==> config.mk <==
export PLATFORM = sky130hd
export DESIGN_NAME = input_sram_fetch_sequencer
export DESIGN_NICKNAME = d
export VERILOG_FILES = /design/src/rtl/input_sram_fetch_sequencer.sv
export SDC_FILE = /design/constraint.sdc
export NUM_CORES = 1
export LEC_CHECK = 0
export CORE_MARGIN = 4
export CORE_UTILIZATION = 60
export CTS_CLUSTER_SIZE = 24
export DETAILED_ROUTE_END_ITERATION = 8
export DONT_BUFFER_PORTS = 1
export PLACE_DENSITY = 0.74
export SLEW_MARGIN = 5
export SYNTH_ARGS = -nofsm -noshare
export SYNTH_HDL_FRONTEND = slang
export SYNTH_SLANG_ARGS = --single-unit
==> constraint.sdc <==
create_clock -name clock -period 4.9 [get_ports clock]
set_input_delay 0.98 -clock clock [delete_from_list [all_inputs] [get_ports clock]]
set_output_delay 0.98 -clock clock [all_outputs]
set_load 0.01 [all_outputs]
==> src/rtl/input_sram_fetch_sequencer.sv <==
// rtl/input_sram_fetch_sequencer.sv - 2-D tile read sequencer with 2-entry output FIFO
module input_sram_fetch_sequencer #(
    parameter int ADDR_W = 32,
    parameter int DATA_W = 64,
    parameter int CNT_W  = 16
) (
    input  logic              clock,
    input  logic              reset,
    input  logic              start,
    input  logic [ADDR_W-1:0] base_addr,
    input  logic [CNT_W-1:0]  row_len,
    input  logic [CNT_W-1:0]  row_count,
    input  logic [ADDR_W-1:0] row_stride,
    output logic              busy,
    output logic              done,
    output logic              err,
    input  logic              w_busy,
    output logic              r_en,
    output logic [ADDR_W-1:0] r_addr,
    input  logic              d_ready,
    input  logic [DATA_W-1:0] r_d,
    output logic              out_valid,
    input  logic              out_ready,
    output logic [DATA_W-1:0] out_data,
    output logic              out_last
);

    typedef enum logic [1:0] {S_IDLE, S_ISSUE, S_WAIT, S_DRAIN} state_t;

    state_t              state_q, state_d;
    logic [CNT_W-1:0]    len_q, len_d;
    logic [CNT_W-1:0]    rows_q, rows_d;
    logic [CNT_W-1:0]    row_q, row_d;
    logic [CNT_W-1:0]    col_q, col_d;
    logic [ADDR_W-1:0]   stride_q, stride_d;
    logic [ADDR_W-1:0]   row_base_q, row_base_d;
    logic                coll_q, coll_d;
    logic                done_q, done_d;
    logic                err_q, err_d;

    logic [DATA_W-1:0]   fifo_data_q [2];
    logic [1:0]          fifo_last_q;
    logic                wr_ptr_q, rd_ptr_q;
    logic [1:0]          fifo_cnt_q;

    logic                push, pop, flush;
    logic                addr_ok, last_word;

    // Current element address; stays put while a read is outstanding.
    assign r_addr    = row_base_q + ADDR_W'(col_q);
    assign addr_ok   = (r_addr[ADDR_W-1:14] == '0) && (r_addr[13:11] <= 3'd5);
    assign last_word = (row_q == rows_q - CNT_W'(1)) && (col_q == len_q - CNT_W'(1));

    assign out_valid = (fifo_cnt_q != 2'd0);
    assign out_data  = fifo_data_q[rd_ptr_q];
    assign out_last  = out_valid & fifo_last_q[rd_ptr_q];
    assign pop       = out_valid & out_ready;

    assign busy = (state_q != S_IDLE);
    assign done = done_q;
    assign err  = err_q;

    // Sequencer state and descriptor registers.
    always_ff @(posedge clock or negedge reset) begin
        if (!reset) begin
            state_q    <= S_IDLE;
            len_q      <= '0;
            rows_q     <= '0;
            row_q      <= '0;
            col_q      <= '0;
            stride_q   <= '0;
            row_base_q <= '0;
            coll_q     <= 1'b0;
            done_q     <= 1'b0;
            err_q      <= 1'b0;
        end else begin
            state_q    <= state_d;
            len_q      <= len_d;
            rows_q     <= rows_d;
            row_q      <= row_d;
            col_q      <= col_d;
            stride_q   <= stride_d;
            row_base_q <= row_base_d;
            coll_q     <= coll_d;
            done_q     <= done_d;
            err_q      <= err_d;
        end
    end

    // Next-state, read issue and tile walk.
    always_comb begin
        state_d    = state_q;
        len_d      = len_q;
        rows_d     = rows_q;
        row_d      = row_q;
        col_d      = col_q;
        stride_d   = stride_q;
        row_base_d = row_base_q;
        coll_d     = coll_q;
        done_d     = 1'b0;
        err_d      = 1'b0;
        r_en       = 1'b0;
        push       = 1'b0;
        flush      = 1'b0;
        case (state_q)
            S_IDLE: begin
                if (start) begin
                    len_d      = row_len;
                    rows_d     = row_count;
                    stride_d   = row_stride;
                    row_base_d = base_addr;
                    row_d      = '0;
                    col_d      = '0;
                    coll_d     = 1'b0;
                    if (row_len == '0 || row_count == '0) begin
                        done_d = 1'b1;
                    end else begin
                        state_d = S_ISSUE;
                    end
                end
            end
            S_ISSUE: begin
                if (!addr_ok) begin
                    err_d   = 1'b1;
                    flush   = 1'b1;
                    state_d = S_IDLE;
                end else if (!w_busy && fifo_cnt_q <= 2'd1) begin
                    r_en    = 1'b1;
                    coll_d  = 1'b0;
                    state_d = S_WAIT;
                end
            end
            S_WAIT: begin
                if (d_ready) begin
                    state_d = S_ISSUE;
                    // A write during the wait may have corrupted the read: drop it and re-issue.
                    if (!coll_q) begin
                        push = 1'b1;
                        if (col_q == len_q - CNT_W'(1)) begin
                            col_d      = '0;
                            row_d      = row_q + CNT_W'(1);
                            row_base_d = row_base_q + stride_q;
                        end else begin
                            col_d = col_q + CNT_W'(1);
                        end
                        if (last_word) begin
                            state_d = S_DRAIN;
                        end
                    end
                end else if (w_busy) begin
                    coll_d = 1'b1;
                end
            end
            S_DRAIN: begin
                if (pop && fifo_last_q[rd_ptr_q]) begin
                    done_d  = 1'b1;
                    state_d = S_IDLE;
                end
            end
            default: state_d = S_IDLE;
        endcase
    end

    // Two-entry output FIFO; an aborted tile empties it.
    always_ff @(posedge clock or negedge reset) begin
        if (!reset) begin
            fifo_data_q[0] <= '0;
            fifo_data_q[1] <= '0;
            fifo_last_q    <= '0;
            wr_ptr_q       <= 1'b0;
            rd_ptr_q       <= 1'b0;
            fifo_cnt_q     <= '0;
        end else if (flush) begin
            wr_ptr_q   <= 1'b0;
            rd_ptr_q   <= 1'b0;
            fifo_cnt_q <= '0;
        end else begin
            if (push) begin
                fifo_data_q[wr_ptr_q] <= r_d;
                fifo_last_q[wr_ptr_q] <= last_word;
                wr_ptr_q              <= ~wr_ptr_q;
            end
            if (pop) begin
                rd_ptr_q <= ~rd_ptr_q;
            end
            fifo_cnt_q <= fifo_cnt_q + {1'b0, push} - {1'b0, pop};
        end
    end

endmodule

# Word-level counts from Yosys, hierarchy flattened
# Index checks and enable logic that the tools add are counted.
op_classes:
  eq_ne: 16
  order_cmp: 8
  muxes: 57
  n_reduce_logical: 24
  div: 0
  n_mul: 0
  n_shift: 0
  bitwise: 7
  add_sub_neg: 8
op_table:
  columns: ["op", "n"]
  rows:
  - ["$mux W64", 4]
  - ["$bwmux W128", 1]
  - ["$mux W32", 4]
  - ["$mux W16", 7]
  - ["$demux W64 S1", 1]
  - ["$pmux W16 S2", 2]
  - ["$pmux W32 S2", 1]
  - ["$add A16 B1 Y16 const B", 2]
  - ["$add A32 B16 Y32", 1]
  - ["$add A32 B32 Y32", 1]
  - ["$eq A16 B16 Y1", 2]
  - ["$logic_not A16 Y1", 2]
  - ["$sub A16 B1 Y16 const B", 2]
  - ["$mux W1", 23]
  - ["$ne A2 B2 Y1 const B", 10]
  - ["$logic_not A18 Y1", 1]
  - ["$mux W2", 9]
  - ["$reduce_and A5 Y1", 2]
  - ["$reduce_bool A2 Y1", 5]
  - ["$pmux W2 S4", 1]
  - ["$logic_and A1 B1 Y1", 6]
  - ["$reduce_and A6 Y1", 1]
  - ["$eq A2 B2 Y1 const B", 2]
  - ["$ge A2 B2 Y1 const B", 2]
  - ["other kinds (22)", 28]
totals:
  mem_bits_rw: 0
  word_cells: 136
  romBits: 0
  latchBits: 0
  register_bits: 267
  out_inout_bits: 102
  memories: 0

# Logic depth before layout (Yosys ltp)
# Gate-level depths: netlist (run 1).
depth:
  depth_word: 7
  depth_mapped: 14
  ltp_nobuf: 13

# Worst setup path after synthesis (run 1)
# OpenSTA, ideal clock, no wires.
synth_timing:
  path_kind: "register -> output"
  start: "register col_q[0]"
  end: "output port r_en"
  n_path_buf: 0
  setup_slack_ns: 0.600
  t_arrival_ns: 3.320
  path_stages_with_launch: 13
  path_cell_list: "dfrtp_1 -> ha_1 -> fa_1 -> a211oi_1 -> o211a_1 -> a2bb2oi_1 -> a21oi_1 -> or4_1 -> a21oi_1 -> nand4_1 -> nor3_1 -> nand2_1 -> nor4_1"
synth_via:
  elab_chain_cells: 5
synth_lines:
  columns: ["element", "line", "rtl"]
  rows:
  - ["start, declared", "34", "logic [CNT_W-1:0] col_q, col_d;"]
  - ["start signal, assigned", "81", "col_q <= col_d;"]
  - ["$add A32 B16 Y32 *", "50", "assign r_addr = row_base_q + ADDR_W'(col_q);"]
  - ["$le A3 B3 Y1 / $logic_not A18 Y1 (equally long branches)", "51", "assign addr_ok = (r_addr[ADDR_W-1:14] == '0) && (r_addr[13:11] <= 3'd5);"]
  - ["$logic_and A1 B1 Y1 *", "51", null]
  - ["$mux W1 *", "123", "if (!addr_ok) begin"]
  - ["$mux W1 *", "105", "case (state_q)"]
  - ["end, declared", "18", "output logic r_en,"]
# Every way passes the cells marked *; elsewhere a longest branch is shown, timed or not.

# Final worst setup path (run 1)
layout_timing:
  start: "register col_q[1]"
  end: "output port r_en"
# Same word-level chain as after synthesis.

==> key figures, run 1 <==
Status
  • Outcome: finished clean

Critical path
  • Launching point of the worst reg2reg path: len_q[2]
  • Critical path capture point type: output pin
  • Logic depth of the worst setup path including buffers: 12
  • Crit path top cell by count: sky130_fd_sc_hd__a211o_1
  • Worst-case register-to-register setup slack: 0.89 ns
  • Type of the worst setup path: register to output pin
  • Largest fanout on the critical path: 8
  • Standard cell with the maximum stage delay on the critical path: sky130_fd_sc_hd__dfrtp_2
  • Launching instance or port of the critical path: col_q[1]
  • Largest stage delay on the critical path: between 0.4 and 0.5 ns
  • Arrival time of data at the critical path endpoint: 3.69 ns
  • Reg-to-Reg End: row_base_q[27]
  • Series of cell instances along the critical path: ha_1 > a211o_1 > a211o_1 > a211oi_4 > o31ai_4 > nor3b_1 > o31ai_1 > nand4_1 > nor3_2 > nand2_1 > nor4_2 > buf_4
  • Total buffers and inverters traversed by the critical path: 1
  • Register-to-Register Path Depth: 9
  • Largest delay share family, worst path: compound AO/OA/AOI/OAI gates
  • Data required time at the worst endpoint: 3.92 ns
  • CP startpoint kind: register

Route
  • Drt pass-1 iters: 5
  • Detailed-route vias per instance: 6.18
  • Routed length per instance: about 21 microns
  • Drt total wl: 36.8 mm
  • DRT iter0 DRCs: 779
  • Number of nets still failing antenna checks after routing: 0
  • Via count: 11057
  • Number of remaining DRC errors: 0

Timing
  • Maximum clock skew at final layout: 0.0121 ns
  • Setup violation total in the final timing report: 0
  • Transition time of the tightest slew-check pin: 0.965 ns
  • RSZ-0062 raised after global routing: false
  • Total count of hold-check failures in the final report: 0
  • Share of the clock period used by the worst path after layout: 95.4%
  • Final sum of negative setup slack: 0 ns
  • Maximum clock rate: 214 MHz
  • Number of pins with negative max-slew slack in the final report: 0
  • Final critical delay including setup and external delays: 4.67 ns
  • Relative slew margins: 35.6%

Placement
  • Dpl hpwl: 26.0 mm
  • Placed Cells: between 1500 and 2000
  • Last weighted congestion value of the routability-driven placer: 0.910
  • # port buffers: 0

Power and ir drop
  • Clock power share: 43.9%
  • Static leakage: 8.30 nW
  • Sw frac: roughly 24%
  • Sequential fraction of design power: a little under half
  • Internal: 3.84 mW
  • Net switching power: 1.24 mW
  • Share of total power in combinational logic: 9.5%
  • Largest vdd supply drop: 0.295 mV
  • Power per Cell Area: 300 nW/um^2

Yosys
  • Warning count from the yosys run: 0
  • Most area-consuming cells after synthesis: sky130_fd_sc_hd__dfrtp_1 43%, sky130_fd_sc_hd__mux2_2 19%, sky130_fd_sc_hd__ha_1 4.7%
  • Number of nets in the synthesized netlist: 1671
  • Part of the Yosys area used for sequential elements: 43.1%
  • Share of flip-flops with an asynchronous set or reset after synthesis: between 90% and 100%
  • Number of enable flip-flop cells after synthesis: 0
  • Ys flop type: sky130_fd_sc_hd__dfrtp_1
  • Share of the synthesized area in the top cell type: a little over two fifths
  • Average cell area after synthesis: 10.7 sq um
  • Most frequently used cell type in the post-synthesis netlist: sky130_fd_sc_hd__dfrtp_1
  • Number of cells produced by synthesis: around 1400
  • Synth area leader: sky130_fd_sc_hd__dfrtp_1
  • Distinct cells, synth: slightly above 70
  • Synthesized area: 15500 sq um
  • Post-synth top cells: 267 x sky130_fd_sc_hd__dfrtp_1, 260 x sky130_fd_sc_hd__mux2_2, 100 x sky130_fd_sc_hd__nor2_1
  • Synthesis-stage register bit count: 267

Clock tree
  • CTS buffer count: 29
  • Worst-skew pair later-pin latency: 0.54 ns
  • Clock tree from TritonCTS: yes
  • Clock-pin slew reported for the worst setup and hold paths after clock tree synthesis: 0.06 ns
  • Htree depth: 1
  • Clock root buffer master: sky130_fd_sc_hd__clkbuf_16
  • Number of clock sinks: 267
  • Number of buffers on the longest clock path: 3
  • Post-CTS Hold Fix Bufs: 0

Floorplanning
  • Overall die width: between 150 and 200 microns
  • Number of primary I/O pins: 268
  • Vertical extent of the die: roughly 170 microns
  • Placeable Area: 25300 sq um
  • Initial core utilization: 61.2%
  • Die ar.: 28500 sq um
  • Number of rows created at floorplan: 58

Global route
  • Via count of the first global-routing pass: ~11000
  • Largest net degree at the start of global routing: 268
  • Number of antenna violations at the first check in global routing: 2
  • Overall global routing resource usage: 25.2%
  • Wire length of the first global-routing pass: 58.9 mm
  • Leftover overflow at the end of global routing: 0

Final layout
  • Fraction of layout cells with a size suffix above 1: 24.8%
  • Final Non-Filler Cells: 1788
  • Area growth, synth to finish: 9.31%
  • Total number of nets in the final design: 1662
  • Number of antenna diodes: 0

Run
  • Max Cap Violations: 0

Worst hold path
  • Type of the worst min-delay path: primary input to asynchronous set/reset pin
[cell type report]
cell class	instances	area (sq um)
Inverter	37	139
Sequential cell	267	6690
Clock inverter	10	138
Multi-Input combinational cell	1079	8530
Tap cell	330	413
Clock buffer	43	838
Timing Repair Buffer	22	190
Fill cell	1928	8390
[registers in the layout, indices dropped and copies added, names as in the netlist]
signal       count
col_q           16
coll_q           1
done             1
err              1
fifo_cnt_q       2
fifo_data_q    128
fifo_last_q      2
len_q           16
rd_ptr_q         1
row_base_q      32
row_q           16
rows_q          16
state_q          2
stride_q        32
wr_ptr_q         1
[stage by stage]
stage	hold WS [ns]	utilization (%)	worst slack (ns)	cell area [sq um]	power [mW]
floorplan	0.474	-	0.600	15500	2.78
global placement	0.481	62.5	0.290	15800	2.88
detailed placement	0.487	62.5	0.250	15800	2.89
CTS	0.111	66.6	0.0476	16900	5.13
global route	0.110	66.9	0.00468	16900	5.26
finish	0.133	66.9	0.226	16900	5.07
[power by group through the flow]
| stage | sequential, mW | clock (mW) | combinational, mW |
|---|---|---|---|
| after floorplan | 2.33 | 0 | 0.453 |
| after global placement | 2.40 | 0 | 0.478 |
| after detailed placement | 2.40 | 0 | 0.483 |
| after CTS | 2.36 | 2.28 | 0.486 |
| after global routing | 2.37 | 2.37 | 0.516 |
| final | 2.36 | 2.23 | 0.483 |
[layer usage]
| layer | routed length [microns] | part of all wire, % | track usage, % | up-vias |
|---|---|---|---|---|
| met5 | 7 | 0.019 | 0 | - |
| li1 | - | - | - | 5241 |
| met3 | 2740 | 7.4 | 6.68 | 68 |
| met1 | 15600 | 42 | 33.7 | 5432 |
| met2 | 17300 | 47 | 40.6 | 314 |
| met4 | 1180 | 3.2 | 7.48 | 2 |
[how the worst max path moves through the flow]
stage	to	slack, ns
3_3_place_gp	r_en	0.29
6_report	r_en	0.23
3_5_place_dp	r_en	0.25
2_1_floorplan	r_en	0.60
4_1_cts	r_en	0.05
5_1_grt	r_en	0.005
[cell families (layout without fill, tap and decap cells)]
kind of cell,count (synthesis),in the layout,share of synthesized area (%)
and+or+nand+nor,362,362,11.8
muxes,281,281,20.3
DFF,267,267,43.1
AOI/OAI and AO/OA,262,262,10.7
xor gates and xnor gates,114,114,6.53
buffers and inverters,99,112,2.62
adders and majority gates,60,60,4.94
[cells in the final DEF, fill, tap and decap left out, drive strengths merged, types with 21 or more instances in the layout]
cell type and n:
dfrtp 267, mux2 260, nor2 100, a21oi 73
o21ai 67, nand2 66, xnor2 65, ha 58
nand3 48, xor2 48, clkbuf 43, inv 37
and3 29, a21o 27, buf 22, mux2i 21
nor4 21
[what timing repair did]
action / in CTS / in global routing
buffers inserted: 1 / 3
resized for setup: 9 / 10
setup endpoints to repair: 1 / 1
endpoints found under the hold margin: 0 / 0
pin swaps: 2 / 6
(Power assumes the default switching activity.)
==> inputs of run 2 (changes only) <==
Settings changed: CORE_MARGIN 4 to unset, REMOVE_ABC_BUFFERS set to 1.
==> key figures, run 2 (synthesis results as in run 1) <==
Final layout
  • Fraction of layout cells with a size suffix above 1: 24.8% (+0.033 points)
  • Most frequent cells in the layout: 265 x sky130_fd_sc_hd__dfrtp_1, 260 x sky130_fd_sc_hd__mux2_2, 99 x sky130_fd_sc_hd__nor2_1
  • Largest Register: fifo_data_q
  • Total number of nets in the final design: 1662 (unchanged)
  • Area growth, synth to finish: 9.29% (about the same)
  • Number of antenna diodes: 0 (unchanged)
  • Commonest non-fill, non-tap cell in the layout: sky130_fd_sc_hd__dfrtp_1
  • Final Non-Filler Cells: 1782 (-0.34%)
  • Largest registers: fifo_data_q: 128 flops, row_base_q: 32 flops, stride_q: 32 flops
  • Post-layout utilization of the core: 67.1% (+0.18 points)
  • Number of flip-flops in the largest register: 128 (unchanged)

Floorplanning
  • Initial core utilization: 61.4% (+0.18 points)
  • Overall die width: 163 microns (-3.6%)
  • Vertical extent of the die: 163 microns (-3.6%)
  • Number of rows created at floorplan: 58 (unchanged)
  • Die ar.: 26500 sq um (-7.0%)
  • Placeable Area: 25300 sq um (-0.29%)
  • Number of primary I/O pins: 268 (unchanged)

Timing
  • Total count of hold-check failures in the final report: 0 (unchanged)
  • Share of the clock period used by the worst path after layout: 98.3% (+2.9 points)
  • Maximum clock skew at final layout: 0.0237 ns (+0.0115 ns)
  • Maximum clock rate: 208 MHz (-3.0%)
  • Final sum of negative setup slack: 0 ns (unchanged)
  • Final critical delay including setup and external delays: 4.82 ns (+0.144 ns)
  • Number of pins with negative max-slew slack in the final report: 0 (unchanged)
  • Transition time of the tightest slew-check pin: 0.969 ns (+0.00364 ns)
  • RSZ-0062 raised after global routing: true
  • Setup violation total in the final timing report: 0 (unchanged)
  • Worst-case setup margin in the final layout: 0.0820 ns (-0.144 ns)
  • Relative slew margins: 35.4% (-0.24 points)

Placement
  • # port buffers: 0 (unchanged)
  • Placed Cells: 1732 (+0.058%)
  • Worst setup slack after placement: 0.127 ns (-0.123 ns)
  • Last weighted congestion value of the routability-driven placer: 0.896 (-1.5%)
  • Dpl hpwl: 25.0 mm (-3.9%)

Route
  • Number of nets still failing antenna checks after routing: 0 (unchanged)
  • Via count: 11058 (+0.0090%)
  • Drt pass-1 iters: 5 (unchanged)
  • Number of remaining DRC errors: 0 (unchanged)
  • Detailed-route vias per instance: 6.21 (+0.35%)
  • Drt total wl: 35.8 mm (-2.7%)
  • DRT iter0 DRCs: 840 (+7.8%)
  • Routed length per instance: 20.1 microns (-2.3%)

Clock tree
  • Number of buffers on the longest clock path: 3 (unchanged)
  • Worst-skew pair later-pin latency: 0.56 ns (+0.02 ns)
  • Clock-pin slew reported for the worst setup and hold paths after clock tree synthesis: 0.06 ns (about the same)
  • CTS buffer count: 29 (unchanged)
  • Clock tree from TritonCTS: yes
  • Number of clock sinks: 267 (unchanged)
  • Htree depth: 1 (unchanged)
  • Clock root buffer master: sky130_fd_sc_hd__clkbuf_16
  • Post-CTS Hold Fix Bufs: 0 (unchanged)

Critical path
  • Register-to-Register Path Depth: 14 (+5)
  • Largest fanout on the critical path: 8 (unchanged)
  • Total buffers and inverters traversed by the critical path: 2 (+1)
  • Reg-to-Reg End: fifo_data_q[64]
  • Type of the worst setup path: register to output pin
  • Data required time at the worst endpoint: 3.92 ns (about the same)
  • Largest stage delay on the critical path: 0.47 ns (about the same)
  • Standard cell with the maximum stage delay on the critical path: sky130_fd_sc_hd__dfrtp_1
  • Arrival time of data at the critical path endpoint: 3.84 ns (+0.15 ns)
  • Worst-case register-to-register setup slack: 0.71 ns (-0.18 ns)
  • Largest delay share family, worst path: compound AO/OA/AOI/OAI gates
  • Series of cell instances along the critical path: ha_1 > a211o_1 > a211o_1 > a211oi_4 > o31ai_4 > nor3b_1 > o31ai_1 > nand4_1 > nor3_2 > nand2_1 > nor4_2 > buf_4 > buf_4
  • CP startpoint kind: register
  • Critical path capture point type: output pin
  • Launching point of the worst reg2reg path: col_q[1]

Status
  • Outcome: finished clean

Power and ir drop
  • Largest vdd supply drop: 0.307 mV (+3.9%)
  • Power per Cell Area: 300 nW/um^2 (+0.26%)
  • Static leakage: 8.32 nW (+0.19%)

Global route
  • Routing layer with the top usage in global route: met2
  • Number of antenna violations at the first check in global routing: 0 (-2)
  • Grt met2 use: 42.5% (+1.9 points)
  • Via count of the first global-routing pass: 10786 (-2.4%)
  • GRT met3 Usage: 5.76% (-0.92 points)
  • Wire length of the first global-routing pass: 56.0 mm (-4.9%)
  • Leftover overflow at the end of global routing: 0 (unchanged)
  • Overall global routing resource usage: 26.4% (+1.2 points)
  • Largest net degree at the start of global routing: 268 (unchanged)
  • Met1 layer usage reported by global route: 35.2% (+1.5 points)

Worst hold path
  • Type of the worst min-delay path: primary input to asynchronous set/reset pin

Run
  • Max Cap Violations: 0 (unchanged)
==> run 2: cell count changes in the layout (fill, tap and decap cells not counted), sizes merged <==
cell and change:
bufinv +1, clkbuf -6, clkinv +1, clkinvlp -2
==> run 2: through the flow <==
step	cell area, sq um	total power [mW]	hold WS, ns
final	16900	5.09	0.132
after global routing	16900	5.26	0.107
after CTS	16900	5.13	0.104
after detailed placement	15800	2.88	0.488
after global placement	15800	2.87	0.481
after floorplan	15200	2.78	0.474
==> run 2: power by group <==
group	total (mW)	leakage (nW)	switching, mW	internal, mW
Combinational	0.521	4.25	0.279	0.242
Clock	2.24	0.483	0.874	1.37
Sequential	2.32	3.59	0.0644	2.26
Total	5.09	8.32	1.22	3.87
==> run 2: area by class of cell <==
| cell class | count | area [sq um] |
|---|---|---|
| clock buffer | 37 | 816 |
| clock inverter | 10 | 154 |
| fill | 1939 | 8320 |
| inverter | 37 | 139 |
| multi-input combinational | 1079 | 8540 |
| sequential | 267 | 6680 |
| tap | 330 | 413 |
| timing repair buffer | 22 | 190 |
==> run 2: how the worst max path moves through the flow <==
stage,start,endpoint,slack [ns],depth (start not counted)
2_1_floorplan,col_q[0],fifo_data_q[0],-1.51,12
6_report,col_q[1],r_en,0.08,13
5_1_grt,col_q[5],r_en,-0.09,13
3_5_place_dp,col_q[0],r_en,0.13,14
4_1_cts,col_q[0],r_en,0.07,14
3_3_place_gp,col_q[0],r_en,0.22,14
==> run 2: what timing repair did <==
action | in CTS | in global routing
pin swaps | 3 | 1
cloned | 0 | 0
endpoints found under the setup margin | 1 | 1
gates resized for setup | 12 | 8
endpoints found under the hold margin | 0 | 0
buffers inserted | 1 | 2
==> run 2: per-layer routing <==
metal | vias to the layer above | routed length (microns)
met5 | - | 0
met4 | 0 | 1160
met3 | 56 | 2510
met2 | 313 | 17000
met1 | 5438 | 15100
li1 | 5251 | -
